### src/rtl/pwm_pkg.sv
// ----------------------------------------------------------------------------
// pwm_pkg
// Shared definitions for the PWM modulator: the controller state encoding and
// the default counter width / complementary dead time.
// ----------------------------------------------------------------------------
package pwm_pkg;

   typedef enum logic {
      IDLE = 1'b0,
      RUN  = 1'b1
   } state_t;

   localparam int DEFAULT_WIDTH    = 8;
   localparam int DEFAULT_DEADTIME = 2;

endpackage

### src/rtl/tick_edge_detect.sv
// ----------------------------------------------------------------------------
// tick_edge_detect
// Turns a slow level that is synchronous to clk into a single-cycle pulse on
// each of its rising edges. The level is treated as data only; it never
// clocks anything.
//
// Ports
//   clk    in   system clock, all state on the rising edge
//   rst    in   asynchronous, active-high reset
//   level  in   slow divided clock, sampled as data
//   tick   out  one clk-cycle pulse per rising edge of level
// ----------------------------------------------------------------------------
module tick_edge_detect (
   input  logic clk,
   input  logic rst,
   input  logic level,
   output logic tick
);

   logic level_d;

   // NOTE: registers are assigned with <= so every flop samples the values
   // that existed before the edge; blocking = here would create races.
   always_ff @(posedge clk or posedge rst) begin
      if (rst) begin
         level_d <= 1'b0;
      end else begin
         level_d <= level;
      end
   end

   assign tick = level & ~level_d;

endmodule

### src/rtl/pwm_modulator.sv
// ----------------------------------------------------------------------------
// pwm_modulator
// Single-channel PWM generator. A period is 2^WIDTH ticks long, where a tick
// is one rising edge of CLK_781250. A new duty value is taken through a
// valid/ready handshake into a one-deep holding register and becomes active
// only at a period boundary, so a running period is never disturbed.
//
// Optional build macro: PWM_COMPLEMENT_EN adds the PWM_N complementary output
// with DEADTIME ticks of dead time on both edges. Without it, PWM_N and its
// logic do not exist and DEADTIME is not used.
//
// Parameters
//   WIDTH     duty / period counter width, period = 2^WIDTH ticks
//   DEADTIME  complementary dead time in ticks (PWM_COMPLEMENT_EN only)
//
// Ports
//   CLK_50M       in   sole clock, all state on the rising edge
//   RST           in   asynchronous, active-high reset
//   CLK_781250    in   divided clock, synchronous to CLK_50M, sampled as data
//   EN            in   run request (level)
//   DUTY          in   requested duty in ticks
//   DUTY_VALID    in   DUTY is offered
//   DUTY_READY    out  holding register is empty
//   PWM_OUT       out  modulated output
//   PERIOD_START  out  one-cycle pulse when a new duty becomes active
//   PWM_N         out  complementary output (PWM_COMPLEMENT_EN only)
// ----------------------------------------------------------------------------
module pwm_modulator
   import pwm_pkg::*;
#(
   parameter int WIDTH    = DEFAULT_WIDTH,
   parameter int DEADTIME = DEFAULT_DEADTIME
) (
   input  logic             CLK_50M,
   input  logic             RST,
   input  logic             CLK_781250,
   input  logic             EN,
   input  logic [WIDTH-1:0] DUTY,
   input  logic             DUTY_VALID,
   output logic             DUTY_READY,
   output logic             PWM_OUT,
   output logic             PERIOD_START
`ifdef PWM_COMPLEMENT_EN
   ,
   output logic             PWM_N
`endif
);

   localparam logic [WIDTH-1:0] CNT_MAX = '1;

   state_t           state,          state_nxt;
   logic [WIDTH-1:0] cnt,            cnt_nxt;
   logic [WIDTH-1:0] act_duty,       act_duty_nxt;
   logic [WIDTH-1:0] pend_duty,      pend_duty_nxt;
   logic             pend_valid,     pend_valid_nxt;
   logic             period_start_q, period_start_nxt;

   logic tick;
   logic accept;
   logic wrap;

   tick_edge_detect u_tick (
      .clk   (CLK_50M),
      .rst   (RST),
      .level (CLK_781250),
      .tick  (tick)
   );

   assign DUTY_READY = ~pend_valid;
   // A load only happens while pend_valid is set, which holds READY low, so
   // a load and an accept can never fall on the same edge.
   assign accept     = DUTY_VALID & DUTY_READY;
   assign wrap       = tick && (cnt == CNT_MAX);

   always_ff @(posedge CLK_50M or posedge RST) begin
      if (RST) begin
         state          <= IDLE;
         cnt            <= '0;
         act_duty       <= '0;
         pend_duty      <= '0;
         pend_valid     <= 1'b0;
         period_start_q <= 1'b0;
      end else begin
         state          <= state_nxt;
         cnt            <= cnt_nxt;
         act_duty       <= act_duty_nxt;
         pend_duty      <= pend_duty_nxt;
         pend_valid     <= pend_valid_nxt;
         period_start_q <= period_start_nxt;
      end
   end

   always_comb begin
      // NOTE: every signal gets a default before any branch so no path leaves
      // it unassigned; that is what keeps this block from inferring latches.
      state_nxt        = state;
      cnt_nxt          = cnt;
      act_duty_nxt     = act_duty;
      pend_duty_nxt    = pend_duty;
      pend_valid_nxt   = pend_valid;
      period_start_nxt = 1'b0;

      if (accept) begin
         pend_duty_nxt  = DUTY;
         pend_valid_nxt = 1'b1;
      end

      unique case (state)
         IDLE: begin
            if (tick && EN && pend_valid) begin
               state_nxt        = RUN;
               cnt_nxt          = '0;
               act_duty_nxt     = pend_duty;
               pend_valid_nxt   = 1'b0;
               period_start_nxt = 1'b1;
            end
         end

         RUN: begin
            if (tick) begin
               // Natural WIDTH-bit rollover gives the 2^WIDTH-1 -> 0 wrap.
               cnt_nxt = cnt + 1'b1;
            end
            // EN is only looked at on the wrap, so a period always completes.
            if (wrap) begin
               if (!EN) begin
                  state_nxt = IDLE;
                  cnt_nxt   = '0;
               end else if (pend_valid) begin
                  act_duty_nxt     = pend_duty;
                  pend_valid_nxt   = 1'b0;
                  period_start_nxt = 1'b1;
               end
            end
         end

         default: begin
            state_nxt = IDLE;
         end
      endcase
   end

   assign PERIOD_START = period_start_q;
   assign PWM_OUT      = (state == RUN) && (cnt < act_duty);

`ifdef PWM_COMPLEMENT_EN
   // Bounds are formed at WIDTH+1 bits so act_duty+DEADTIME cannot wrap
   // around and re-enable PWM_N next to a high PWM_OUT.
   localparam logic [WIDTH:0] N_HI = (WIDTH+1)'(2**WIDTH - 1 - DEADTIME);

   logic [WIDTH:0] n_lo;
   logic [WIDTH:0] cnt_ext;

   assign n_lo    = {1'b0, act_duty} + (WIDTH+1)'(DEADTIME);
   assign cnt_ext = {1'b0, cnt};
   assign PWM_N   = (state == RUN) && (cnt_ext >= n_lo) && (cnt_ext <= N_HI);
`endif

endmodule

### config.mk
export PLATFORM = sky130hd
export DESIGN_NAME = pwm_modulator
export DESIGN_NICKNAME = d
export VERILOG_FILES = /design/src/rtl/pwm_pkg.sv /design/src/rtl/tick_edge_detect.sv /design/src/rtl/pwm_modulator.sv
export SDC_FILE = /design/constraint.sdc
export NUM_CORES = 1
export LEC_CHECK = 0
export ABC_CLOCK_PERIOD_IN_PS = 1600
export BUFFER_PORTS_ARGS = -buffer_cell sky130_fd_sc_hd__buf_2
export CORE_MARGIN = 2
export CORE_UTILIZATION = 51
export CTS_CLUSTER_DIAMETER = 150
export DETAILED_ROUTE_END_ITERATION = 10
export PLACE_DENSITY = 0.74
export SLEW_MARGIN = 5
export SYNTH_ARGS = -nofsm -noshare
export SYNTH_HDL_FRONTEND = slang
export SYNTH_HIERARCHICAL = 1
export SYNTH_SLANG_ARGS = --single-unit
### constraint.sdc
create_clock -name CLK_50M -period 1.6 [get_ports CLK_50M]
set_input_delay 0 -clock CLK_50M [delete_from_list [all_inputs] [get_ports CLK_50M]]
set_output_delay 0 -clock CLK_50M [all_outputs]
set_load 0.005 [all_outputs]
==> flow_summary_export.csv <==
group,metric,value,unit
yosys,synth_edf_count,0,
yosys,synth_area,1430,sq um
pwr,cellLeakagePower,0.979,nW
drt,drc,0,
setup_path,r2r-end,"act_duty[4]",
worst_hold_path,holdCritPathClass,"input pin to flip-flop",
grt,grt_pass1_wl,4.93,mm
sta,setup_ws,-336,ps
finish,fin_nets,190,
pwr,p_sw_frac,0.304,
finish,fin_cells,198,
grt,overflow,0,
pwr,comb_power_share,0.436,
sta,fin_hold_ws,10.8,ps
sta,final.min_clock_period,1940,ps
sta,final.setup.tns,-2260,ps
grt,grt_max_degree,28,
setup_path,critical_path.endpoint_type,"output port",
yosys,synth_top_area_cell,"dfrtp_1",
placement,routabilityCongestion,0.778,
setup_path,r2r-start,"cnt[1]",
grt,antenna_found_initial,0,
worst_hold_path,min_from,"EN",
grt,grt_pass1_vias,1076,
sta,finalClockSkew,5.47,ps
finish,layout-drive-gt1-share,0.419,
sta,finalSetupViolCount,15,
clocking,cts_buffers,3,
flow_run,drv_cap,0,
sta,maxSlewViolCount,0,
yosys,yosysSeqAreaShare,0.489,
sta,timing.fmax,517,MHz
drt,vias,1053,
drt,first_iter_violations,31,
finish,diodes,0,
yosys,syn_inst,119,
yosys,syn_nets,140,
clocking,root_buffer,"clkbuf_4",
drt,avgViaCountPerCell,5.32,
status,status,"finished, violations left",
worst_hold_path,hold-path-endpoint,"state",
yosys,synth_seq_cells,28,
yosys,ys.flop_type,"dfrtp_1",
pwr,p_sw,0.000704,W
status,violations,"negative setup slack",
finish,fillCellCount,203,
yosys,synth_area_per_cell,12.0,sq um
floorplanning,fp.dieW,57.0,um
setup_path,cp_max_fo,2,
worst_hold_path,holdPathStages,3,
placement,place_worst_setup_slack,-150,ps
floorplanning,fp.coreArea,2710,sq um
placement,io_buffer_count,15,
clocking,clock_latency,320,ps
placement,dp_hpwl,1.97,mm
setup_path,arrival,1940,ps
sta,worst_pin_slew,350,ps
setup_path,startpoint_type,"flip-flop",
yosys,netlist.area_leader.share,0.489,
pwr,ir_drop,0.912,mV
yosys,async_flop_share,1.00,
yosys,ys_warn_count,6,
placement,dp.cells,175,
yosys,synthTopCellsByCount,"dfrtp_1 (28), inv_1 (13), mux2_2 (9)",
clocking,htreeDepth,1,
grt,grt.total_usage,0.199,
clocking,clock_path_buffers,2,
sta,rsz0062_at_grt,"true",
finish,area_growth,33.1,%
pwr,power.share.clock,0.121,
yosys,synth_area_leaders,"dfrtp_1 (49%), mux2_4 (8.4%), mux2_2 (7.1%)",
drt,wirelength,3.04,mm
floorplanning,initial_utilization,0.529,
sta,relSlewSlack,0.767,
pwr,p_int,0.00161,W
floorplanning,io_pins,16,
setup_path,rrSetupSlack,-180,ps
clocking,path_clk_slew,140,ps
sta,finalHoldViolCount,0,
floorplanning,dieArea,3250,sq um
clocking,clock_sinks,28,
pwr,p_seq_frac,0.443,
setup_path,critPathKind,"flip-flop to output port",
drt,ant_nets,0,
yosys,synth.distinct_cells,34,
drt,wl_per_cell,15.3,um
floorplanning,die_y,57.0,um
yosys,synth_most_common_cell,"dfrtp_1",
setup_path,reg2regPathDepth,8,
sta,fin_crit_sh,1.21,
floorplanning,row_count,19,
clocking,cts_tree,"built",
setup_path,worstPathRequired,1600,ps
pwr,power.density,1210,nW/um^2
drt,drt_pass1_iterations,4,
through the flow:
step,total power [W],cell area [sq um],utilization
2_1_floorplan,0.00147,1430,-
3_3_place_gp,0.00169,1640,0.603
3_5_place_dp,0.00174,1640,0.603
4_1_cts,0.00211,1850,0.681
5_1_grt,0.00248,1910,0.704
6_report,0.00232,1910,0.704
cells in the final DEF (no fill, tap or decap), types with 2 or more instances in the layout:
cell type	Yosys	routed
a21o_1	3	3
a22o_1	3	3
a31oi_1	2	2
and3_1	2	2
buf_2	0	15
buf_4	0	14
buf_6	1	7
clkbuf_4	0	3
dfrtp_1	28	27
dlygate4sd3_1	0	11
ha_1	8	6
ha_4	0	2
inv_1	13	12
mux2_2	9	9
mux2_4	8	8
nand2_1	6	5
nand3_1	2	2
nor2_1	5	4
nor2b_1	2	2
o21a_1	2	2
o21ai_0	7	4
o21ai_1	1	3
power by group through the flow:
stage,combinational [W],sequential [W],clock (W)
global route,0.00111,0.00105,0.000323
floorplan,0.000450,0.00102,0
global placement,0.000676,0.00102,0
CTS,0.000798,0.00101,0.000293
detailed placement,0.000709,0.00103,0
finish,0.00101,0.00103,0.000280
final cells by class:
| cell class | count | area [sq um] | share of cell area |
|---|---|---|---|
| multi-input cells | 76 | 727 | 0.381 |
| flip-flops and latches | 28 | 702 | 0.368 |
| repair buffers | 47 | 369 | 0.193 |
| inverters | 13 | 48.8 | 0.0256 |
| well taps | 31 | 38.8 | 0.0203 |
| clock buffers | 3 | 22.5 | 0.0118 |
state kept, by name, indices dropped and copies added (netlist names):
name,cells
pend_valid,1
state,1
PERIOD_START,1
cnt,8
act_duty,8
u_tick/level_d,1
pend_duty,8
critical path: stages, from the launching register on:
cell and delay (ps):
dfrtp_1 450, ha_4 260, a2111oi_4 270, o21bai_1 160, a2111oi_2 310, buf_2 170
metal layers:
| layer | GRT usage | up-vias | wire length, um |
|---|---|---|---|
| met4 | 0.0598 | 0 | 39 |
| li1 | - | 522 | - |
| met5 | 0 | - | 0 |
| met3 | 0.0272 | 6 | 115 |
| met2 | 0.350 | 26 | 1580 |
| met1 | 0.255 | 499 | 1300 |
kinds of logic (layout without fill, tap and decap cells):
kind of cell             after synthesis  count (layout)  synth area share
buffers and inverters                 15              63            0.0445
AND/OR/NAND/NOR                       27              27             0.112
flip-flops                            28              28             0.489
adder cells (fa/ha/maj)                8               8            0.0698
multiplexers                          17              17             0.154
AO/OA/AOI/OAI                         24              24             0.131
worst max path at each step:
stage	slack [ps]	cells past startpoint	from	endpoint
2_1_floorplan	30	5	cnt[1]	cnt[0]
3_3_place_gp	-100	5	cnt[1]	PWM_OUT
3_5_place_dp	-150	6	cnt[1]	cnt[0]
4_1_cts	-340	5	cnt[1]	PWM_OUT
5_1_grt	-400	5	cnt[1]	PWM_OUT
6_report	-340	5	cnt[1]	PWM_OUT
repair_timing:
action                                  CTS  global route
resized for setup                         9            14
gates cloned                              1             0
buffers inserted                          4             7
endpoints found under the hold margin    38             0
pin swaps                                 4             3
endpoints found under the setup margin   14            15
hold buffers                             11             0
Power figures use the tool's default switching activity.
